**config.mk**
```make
export PLATFORM = sky130hd
export DESIGN_NAME = ysyx_24080006_mdu_iter
export DESIGN_NICKNAME = d
export VERILOG_FILES = /design/src/rtl/ysyx_24080006_mdu_iter.sv
export SDC_FILE = /design/constraint.sdc
export NUM_CORES = 1
export LEC_CHECK = 0
export BUFFER_PORTS_ARGS = -buffer_cell sky130_fd_sc_hd__clkbuf_2
export CELL_PAD_IN_SITES_DETAIL_PLACEMENT = 1
export CELL_PAD_IN_SITES_GLOBAL_PLACEMENT = 1
export CORE_ASPECT_RATIO = 0.7
export CORE_MARGIN = 2
export CORE_UTILIZATION = 35
export CTS_CLUSTER_DIAMETER = 60
export DETAILED_ROUTE_END_ITERATION = 12
export GPL_ROUTABILITY_DRIVEN = 0
export PLACE_DENSITY = 0.75
export SETUP_SLACK_MARGIN = 0.1
export SLEW_MARGIN = 20
export SYNTH_ARGS = -nofsm -noshare
export SYNTH_HDL_FRONTEND = slang
export SYNTH_SLANG_ARGS = --single-unit
```
**constraint.sdc**
```tcl
create_clock -name clock -period 8.5 [get_ports clock]
set_input_delay 1.7 -clock clock [delete_from_list [all_inputs] [get_ports clock]]
set_output_delay 1.7 -clock clock [all_outputs]
set_load 0.05 [all_outputs]
```
**src/rtl/ysyx_24080006_mdu_iter.sv**
```systemverilog
// Iterative RV M-extension multiply/divide unit with valid/ready handshakes and flush.
// Optional operand/result reuse cache is enabled by defining YSYX_24080006_MDU_FUSE_EN.
module ysyx_24080006_mdu_iter #(
    parameter int unsigned XLEN  = 32,
    parameter int unsigned CNT_W = $clog2(XLEN)
) (
    input  logic            clock,
    input  logic            reset,
    input  logic            kill,
    input  logic            in_valid,
    output logic            in_ready,
    input  logic [2:0]      in_op,
    input  logic [XLEN-1:0] in_a,
    input  logic [XLEN-1:0] in_b,
    output logic            out_valid,
    input  logic            out_ready,
    output logic [XLEN-1:0] out_result
);

    localparam logic [2:0] S_IDLE = 3'd0;
    localparam logic [2:0] S_ABS  = 3'd1;
    localparam logic [2:0] S_CALC = 3'd2;
    localparam logic [2:0] S_FIX  = 3'd3;
    localparam logic [2:0] S_DONE = 3'd4;

    localparam logic [XLEN-1:0]  XMIN     = {1'b1, {(XLEN-1){1'b0}}};
    localparam logic [XLEN-1:0]  XONES    = {XLEN{1'b1}};
    localparam logic [CNT_W-1:0] CNT_LAST = CNT_W'(XLEN-1);

    // Result select shared by the normal path and the reuse cache (hi = product hi / remainder).
    function automatic logic [XLEN-1:0] sel_res(input logic [2:0] op,
                                                 input logic [XLEN-1:0] hi,
                                                 input logic [XLEN-1:0] lo);
        if (op[2])
            sel_res = op[1] ? hi : lo;
        else
            sel_res = (op[1:0] == 2'b00) ? lo : hi;
    endfunction

    logic [2:0]        state_q, state_d;
    logic [2:0]        op_q;
    logic [XLEN-1:0]   a_q, b_q;
    logic [2*XLEN-1:0] prod_q;
    logic [XLEN:0]     rem_q;
    logic [XLEN-1:0]   dvs_q;
    logic              qneg_q, rneg_q;
    logic [CNT_W-1:0]  cnt_q;

    logic              accept_c, div0_c, ovf_c, fast_c, hit_c;
    logic [XLEN-1:0]   fast_res_c, load_res_c;

    assign accept_c   = in_valid & in_ready & ~kill;
    assign div0_c     = in_op[2] & (in_b == '0);
    assign ovf_c      = in_op[2] & ~in_op[0] & (in_a == XMIN) & (in_b == XONES);
    assign fast_c     = div0_c | ovf_c;
    assign fast_res_c = div0_c ? (in_op[1] ? in_a : XONES) : (in_op[1] ? '0 : XMIN);

    // Operand signedness by op: MULHU/DIVU/REMU unsigned, MULHSU signs only rs1.
    logic            a_signed_c, b_signed_c, a_neg_c, b_neg_c;
    logic [XLEN-1:0] a_mag_c, b_mag_c;

    assign a_signed_c = op_q[2] ? ~op_q[0] : (op_q[1:0] != 2'b11);
    assign b_signed_c = op_q[2] ? ~op_q[0] : ~op_q[1];
    assign a_neg_c    = a_signed_c & a_q[XLEN-1];
    assign b_neg_c    = b_signed_c & b_q[XLEN-1];
    assign a_mag_c    = a_neg_c ? -a_q : a_q;
    assign b_mag_c    = b_neg_c ? -b_q : b_q;

    logic [XLEN:0]     mul_sum_c;
    logic [2*XLEN-1:0] mul_next_c, div_next_c;
    logic              ge_c;
    logic [XLEN-1:0]   rem_sub_c;

    assign mul_sum_c  = {1'b0, prod_q[2*XLEN-1:XLEN]} + (prod_q[0] ? {1'b0, dvs_q} : {(XLEN+1){1'b0}});
    assign mul_next_c = {mul_sum_c, prod_q[XLEN-1:1]};
    assign ge_c       = rem_q >= {1'b0, dvs_q};
    assign rem_sub_c  = ge_c ? XLEN'(rem_q - {1'b0, dvs_q}) : rem_q[XLEN-1:0];
    assign div_next_c = {prod_q[2*XLEN-1:XLEN], prod_q[XLEN-2:0], ge_c};

    logic [2*XLEN-1:0] prod_fix_c;
    logic [XLEN-1:0]   quo_fix_c, rem_fix_c, fix_hi_c, fix_lo_c;

    assign prod_fix_c = qneg_q ? -prod_q : prod_q;
    assign quo_fix_c  = qneg_q ? -prod_q[XLEN-1:0] : prod_q[XLEN-1:0];
    assign rem_fix_c  = rneg_q ? -rem_q[XLEN-1:0] : rem_q[XLEN-1:0];
    assign fix_hi_c   = op_q[2] ? rem_fix_c : prod_fix_c[2*XLEN-1:XLEN];
    assign fix_lo_c   = op_q[2] ? quo_fix_c : prod_fix_c[XLEN-1:0];

`ifdef YSYX_24080006_MDU_FUSE_EN
    // MUL computes signed*signed, so it shares a tag with MULH.
    function automatic logic [1:0] sign_tag(input logic [2:0] op);
        if (op[2])
            sign_tag = {1'b0, op[0]};
        else if (op[1:0] == 2'b00)
            sign_tag = 2'b01;
        else
            sign_tag = op[1:0];
    endfunction

    logic            cache_vld_q, cache_div_q;
    logic [1:0]      cache_tag_q;
    logic [XLEN-1:0] cache_a_q, cache_b_q, cache_hi_q, cache_lo_q;
    logic [XLEN-1:0] hit_res_c;

    assign hit_c = cache_vld_q & (cache_div_q == in_op[2]) & (cache_a_q == in_a) &
                   (cache_b_q == in_b) &
                   ((cache_tag_q == sign_tag(in_op)) | (in_op == 3'b000));
    assign hit_res_c  = sel_res(in_op, cache_hi_q, cache_lo_q);
    assign load_res_c = fast_c ? fast_res_c : hit_res_c;

    // Filled on completion; dropped by flush or by any accepted miss.
    always_ff @(posedge clock) begin
        if (reset) begin
            cache_vld_q <= 1'b0;
            cache_div_q <= 1'b0;
            cache_tag_q <= '0;
            cache_a_q   <= '0;
            cache_b_q   <= '0;
            cache_hi_q  <= '0;
            cache_lo_q  <= '0;
        end else if (kill) begin
            cache_vld_q <= 1'b0;
        end else if (state_q == S_FIX) begin
            cache_vld_q <= 1'b1;
            cache_div_q <= op_q[2];
            cache_tag_q <= sign_tag(op_q);
            cache_a_q   <= a_q;
            cache_b_q   <= b_q;
            cache_hi_q  <= fix_hi_c;
            cache_lo_q  <= fix_lo_c;
        end else if (accept_c & ~hit_c) begin
            cache_vld_q <= 1'b0;
        end
    end
`else
    assign hit_c      = 1'b0;
    assign load_res_c = fast_res_c;
`endif

    // Next-state logic; kill overrides everything.
    always_comb begin
        state_d = state_q;
        unique case (state_q)
            S_IDLE: if (accept_c) state_d = (fast_c | hit_c) ? S_DONE : S_ABS;
            S_ABS:  state_d = S_CALC;
            S_CALC: if (cnt_q == '0) state_d = S_FIX;
            S_FIX:  state_d = S_DONE;
            S_DONE: if (out_ready) state_d = S_IDLE;
            default: state_d = S_IDLE;
        endcase
        if (kill) state_d = S_IDLE;
    end

    always_ff @(posedge clock) begin
        if (reset) begin
            state_q    <= S_IDLE;
            in_ready   <= 1'b1;
            out_valid  <= 1'b0;
            out_result <= '0;
            op_q       <= '0;
            a_q        <= '0;
            b_q        <= '0;
            prod_q     <= '0;
            rem_q      <= '0;
            dvs_q      <= '0;
            qneg_q     <= 1'b0;
            rneg_q     <= 1'b0;
            cnt_q      <= '0;
        end else begin
            state_q   <= state_d;
            in_ready  <= (state_d == S_IDLE);
            out_valid <= (state_d == S_DONE);
            if (accept_c) begin
                op_q <= in_op;
                a_q  <= in_a;
                b_q  <= in_b;
                if (fast_c | hit_c) out_result <= load_res_c;
            end
            unique case (state_q)
                S_ABS: begin
                    prod_q <= {{XLEN{1'b0}}, a_mag_c};
                    rem_q  <= {{XLEN{1'b0}}, a_mag_c[XLEN-1]};
                    dvs_q  <= b_mag_c;
                    qneg_q <= a_neg_c ^ b_neg_c;
                    rneg_q <= a_neg_c;
                    cnt_q  <= CNT_LAST;
                end
                S_CALC: begin
                    cnt_q <= cnt_q - CNT_W'(1);
                    if (op_q[2]) begin
                        prod_q <= div_next_c;
                        // Last step keeps the unshifted remainder.
                        rem_q  <= (cnt_q == '0) ? {1'b0, rem_sub_c} : {rem_sub_c, prod_q[XLEN-2]};
                    end else begin
                        prod_q <= mul_next_c;
                    end
                end
                S_FIX: out_result <= sel_res(op_q, fix_hi_c, fix_lo_c);
                default: ;
            endcase
        end
    end

endmodule

```
==> results.sh <==
export IMPL_status="completed"
export IMPL_viasPerCell=6.137
export IMPL_wl_per_cell_um=23.61
export IMPL_min_period_ns=4.306
export IMPL_drv_slew=0
export IMPL_syn_num_nets=2541
export IMPL_synth_ff_type="dfxtp_1"
export IMPL_arrival_ns=4.85
export IMPL_ctsLongestPathBuffers=3
export IMPL_clock_fmax_mhz=232.2
export IMPL_core_um2=50500
export IMPL_tightest_slew_ns=1.210
export IMPL_cpMaxStageDelayCell="a2111oi_1"
export IMPL_yosys_cell_types_count=84
export IMPL_cts_sinks=240
export IMPL_yosys_warnings=0
export IMPL_tns_ns=0
export IMPL_start_util=0.3526
export IMPL_synth_largest_area_cell="dfxtp_1"
export IMPL_combPwrFrac=0.222
export IMPL_seq_area_frac_synth=0.2698
export IMPL_pwr_share_clk=0.418
export IMPL_peakVddDrop_uv=156.5
export IMPL_hold_viol=0
export IMPL_ioPinCount=106
export IMPL_hold_buffers=0
export IMPL_hold_path_class="reg -> reg"
export IMPL_gr_usage_all_layers=0.2700
export IMPL_cts_tree="yes"
export IMPL_p_int_mw=2.197
export IMPL_critPathKind="reg -> reg"
export IMPL_power_density_nw_per_um2=166.9
export IMPL_netlist_area_leader_share=0.2698
export IMPL_htreeDepth=1
export IMPL_synthTopCellsByCount="318 x nand2_1, 240 x dfxtp_1, 223 x nor2_1, 203 x a21oi_1, 152 x clkbuf_1"
export IMPL_drtIter0Drc=2164
export IMPL_path_max_fanout=8
export IMPL_post_cts_buffers=0
export IMPL_die_x_um=273.6
export IMPL_die_area_um2=52730
export IMPL_diodes=0
export IMPL_hold_depth=2
export IMPL_crit_top_cell="or3_1"
export IMPL_finish_utilization=0.3931
export IMPL_clk_latency_ns=0.62
export IMPL_portBuffers=105
export IMPL_cts_buffers_inserted=30
export IMPL_syn_mean_instance_area_um2=7.429
export IMPL_post_cts_resized=0
export IMPL_yosysMostFrequentCell="nand2_1"
export IMPL_fp_dieH_um=192.7
export IMPL_instances_no_fill=3085
export IMPL_grt_antenna_before_repair=3
export IMPL_grt_pass1_vias=18293
export IMPL_vias=18933
export IMPL_placementRows=69
export IMPL_grt_overflow_total=0
export IMPL_min_period_over_period=0.5066
export IMPL_power_switching_mw=1.115
export IMPL_place_inst=3029
export IMPL_synth_area_um2=17810
export IMPL_grt_max_degree=84
export IMPL_grt_first_pass_wirelength_um=111500
export IMPL_worst_path_largest_cell_delay_ns=0.92
export IMPL_hold_ws_ns=0.4623
export IMPL_synth_cells=2397
export IMPL_areaGrowthSynthToFinish_pct=11.47
export IMPL_skew_ns=0.05217
export IMPL_drv_cap=0
export IMPL_clockRootBuffer="clkbuf_16"
export IMPL_setup_violations=0
export IMPL_ys_ff_latch=240
export IMPL_cp_data_required_time_ns=9.05
export IMPL_slew_headroom=0.1845
export IMPL_critPathCaptureType="register"
export IMPL_antenna_left=0
export IMPL_async_flop_share=0
export IMPL_p_sw_frac=0.3366
export IMPL_clkTransAtPathRegs_ns=0.07
export IMPL_drc=0
export IMPL_rsz0062_at_grt="no"
export IMPL_yosys_top_cells_area="dfxtp_1 27%, nand2_1 6.7%, a21oi_1 5.7%"
export IMPL_leakagePower_nw=7.430
export IMPL_fill_cells=6251
export IMPL_power_frac_seq=0.360
export IMPL_r2r_cells=9
export IMPL_crit_path_start_kind="register"
export IMPL_wirelength_um=72830
export IMPL_hpwl_um=55080
export IMPL_synth_edff_count=0
export IMPL_critical_path_cell_chain="nor4_1 > nand3_1 > or3_1 > or3_1 > or3_1 > mux2i_1 > a2111oi_1 > nor2_1 > nor3_1"
export IMPL_fin_nets=2531
export IMPL_layout_drive_gt1_share=0.09996
export IMPL_dr_pass1_iters=5
==> placed cells by master, fill, tap and decap left out, types with 42 or more instances in the layout <==
| master | synthesis | layout |
|---|---|---|
| dfxtp_1 | 240 | 238 |
| xnor2_1 | 92 | 92 |
| a21oi_1 | 203 | 203 |
| mux2i_1 | 52 | 52 |
| inv_1 | 74 | 74 |
| nand3_1 | 57 | 57 |
| o31ai_1 | 49 | 48 |
| ha_1 | 70 | 70 |
| nor2_1 | 223 | 222 |
| a211oi_1 | 109 | 108 |
| clkbuf_2 | 0 | 104 |
| nand2_1 | 318 | 318 |
| o21ai_0 | 132 | 131 |
| a21o_1 | 42 | 42 |
| xor2_1 | 94 | 94 |
==> stage by stage <==
step | power (mW) | instance area (um2) | worst slack, ns
2_1_floorplan | 1.700 | 17810 | 4.601
3_3_place_gp | 1.900 | 18780 | 4.072
3_5_place_dp | 1.926 | 18780 | 3.932
4_1_cts | 3.302 | 19840 | 4.275
5_1_grt | 3.435 | 19850 | 3.962
6_report | 3.312 | 19850 | 4.194
==> power by group through the flow <==
stage / registers (mW) / clock network [mW] / logic, mW
global placement: 1.21 / 0 / 0.687
floorplan: 1.20 / 0 / 0.503
detailed placement: 1.22 / 0 / 0.711
finish: 1.19 / 1.38 / 0.736
global route: 1.20 / 1.45 / 0.794
CTS: 1.19 / 1.40 / 0.716
==> worst max-delay path: cells and delay by family (launching register included) <==
family           cells  cell delay (ns)
flip-flops           1             0.40
AO/OA/AOI/OAI        1             0.92
multiplexers         1             0.17
AND/OR/NAND/NOR      7             2.73
==> logic make-up after synthesis <==
family                   count (synthesis)  synth area share
adder cells (fa/ha/maj)                 72           0.05143
AO/OA/AOI/OAI                          762            0.2840
multiplexers                            58           0.03302
flip-flops                             240            0.2698
buffers and inverters                  250           0.05354
AND/OR/NAND/NOR                        829            0.2167
XOR/XNOR                               186           0.09148
==> final timing paths <==
check,startpoint,endpoint,slack [ns]
setup reg to reg,rem_q[3],out_result[28],4.19
hold / removal,rem_q[32],rem_q[32],0.46
hold reg to reg,rem_q[32],rem_q[32],0.46
setup / recovery,rem_q[3],out_result[28],4.19
==> area by class of cell <==
cell class / instances / area (um2) / share of cell area
Inverter: 74 / 277.8 / 0.01399
Clock buffer: 38 / 840.8 / 0.04235
Timing Repair Buffer: 134 / 749.5 / 0.03775
Clock inverter: 18 / 221.5 / 0.01116
Tap cell: 674 / 843.3 / 0.04248
Multi-Input combinational cell: 1907 / 12110 / 0.6101
Sequential cell: 240 / 4807 / 0.2422
==> sequential cells by signal (all words and copies together), names as in the netlist, named ones only <==
signal and cells:
state_q 3, out_result 32, b_q 32, op_q 3
rem_q 32, prod_q 64, qneg_q 1, dvs_q 32
cnt_q 5, in_ready 1, rneg_q 1, out_valid 1
a_q 32
==> metal layers <==
metal,track usage,vias to the layer above,share of wire
met5,0,-,0.00037
met4,0.06873,4,0.028
met3,0.07204,125,0.10
met2,0.3716,787,0.39
met1,0.4063,9280,0.48
li1,-,8737,-
No activity file was read; power rests on OpenSTA's default activity.
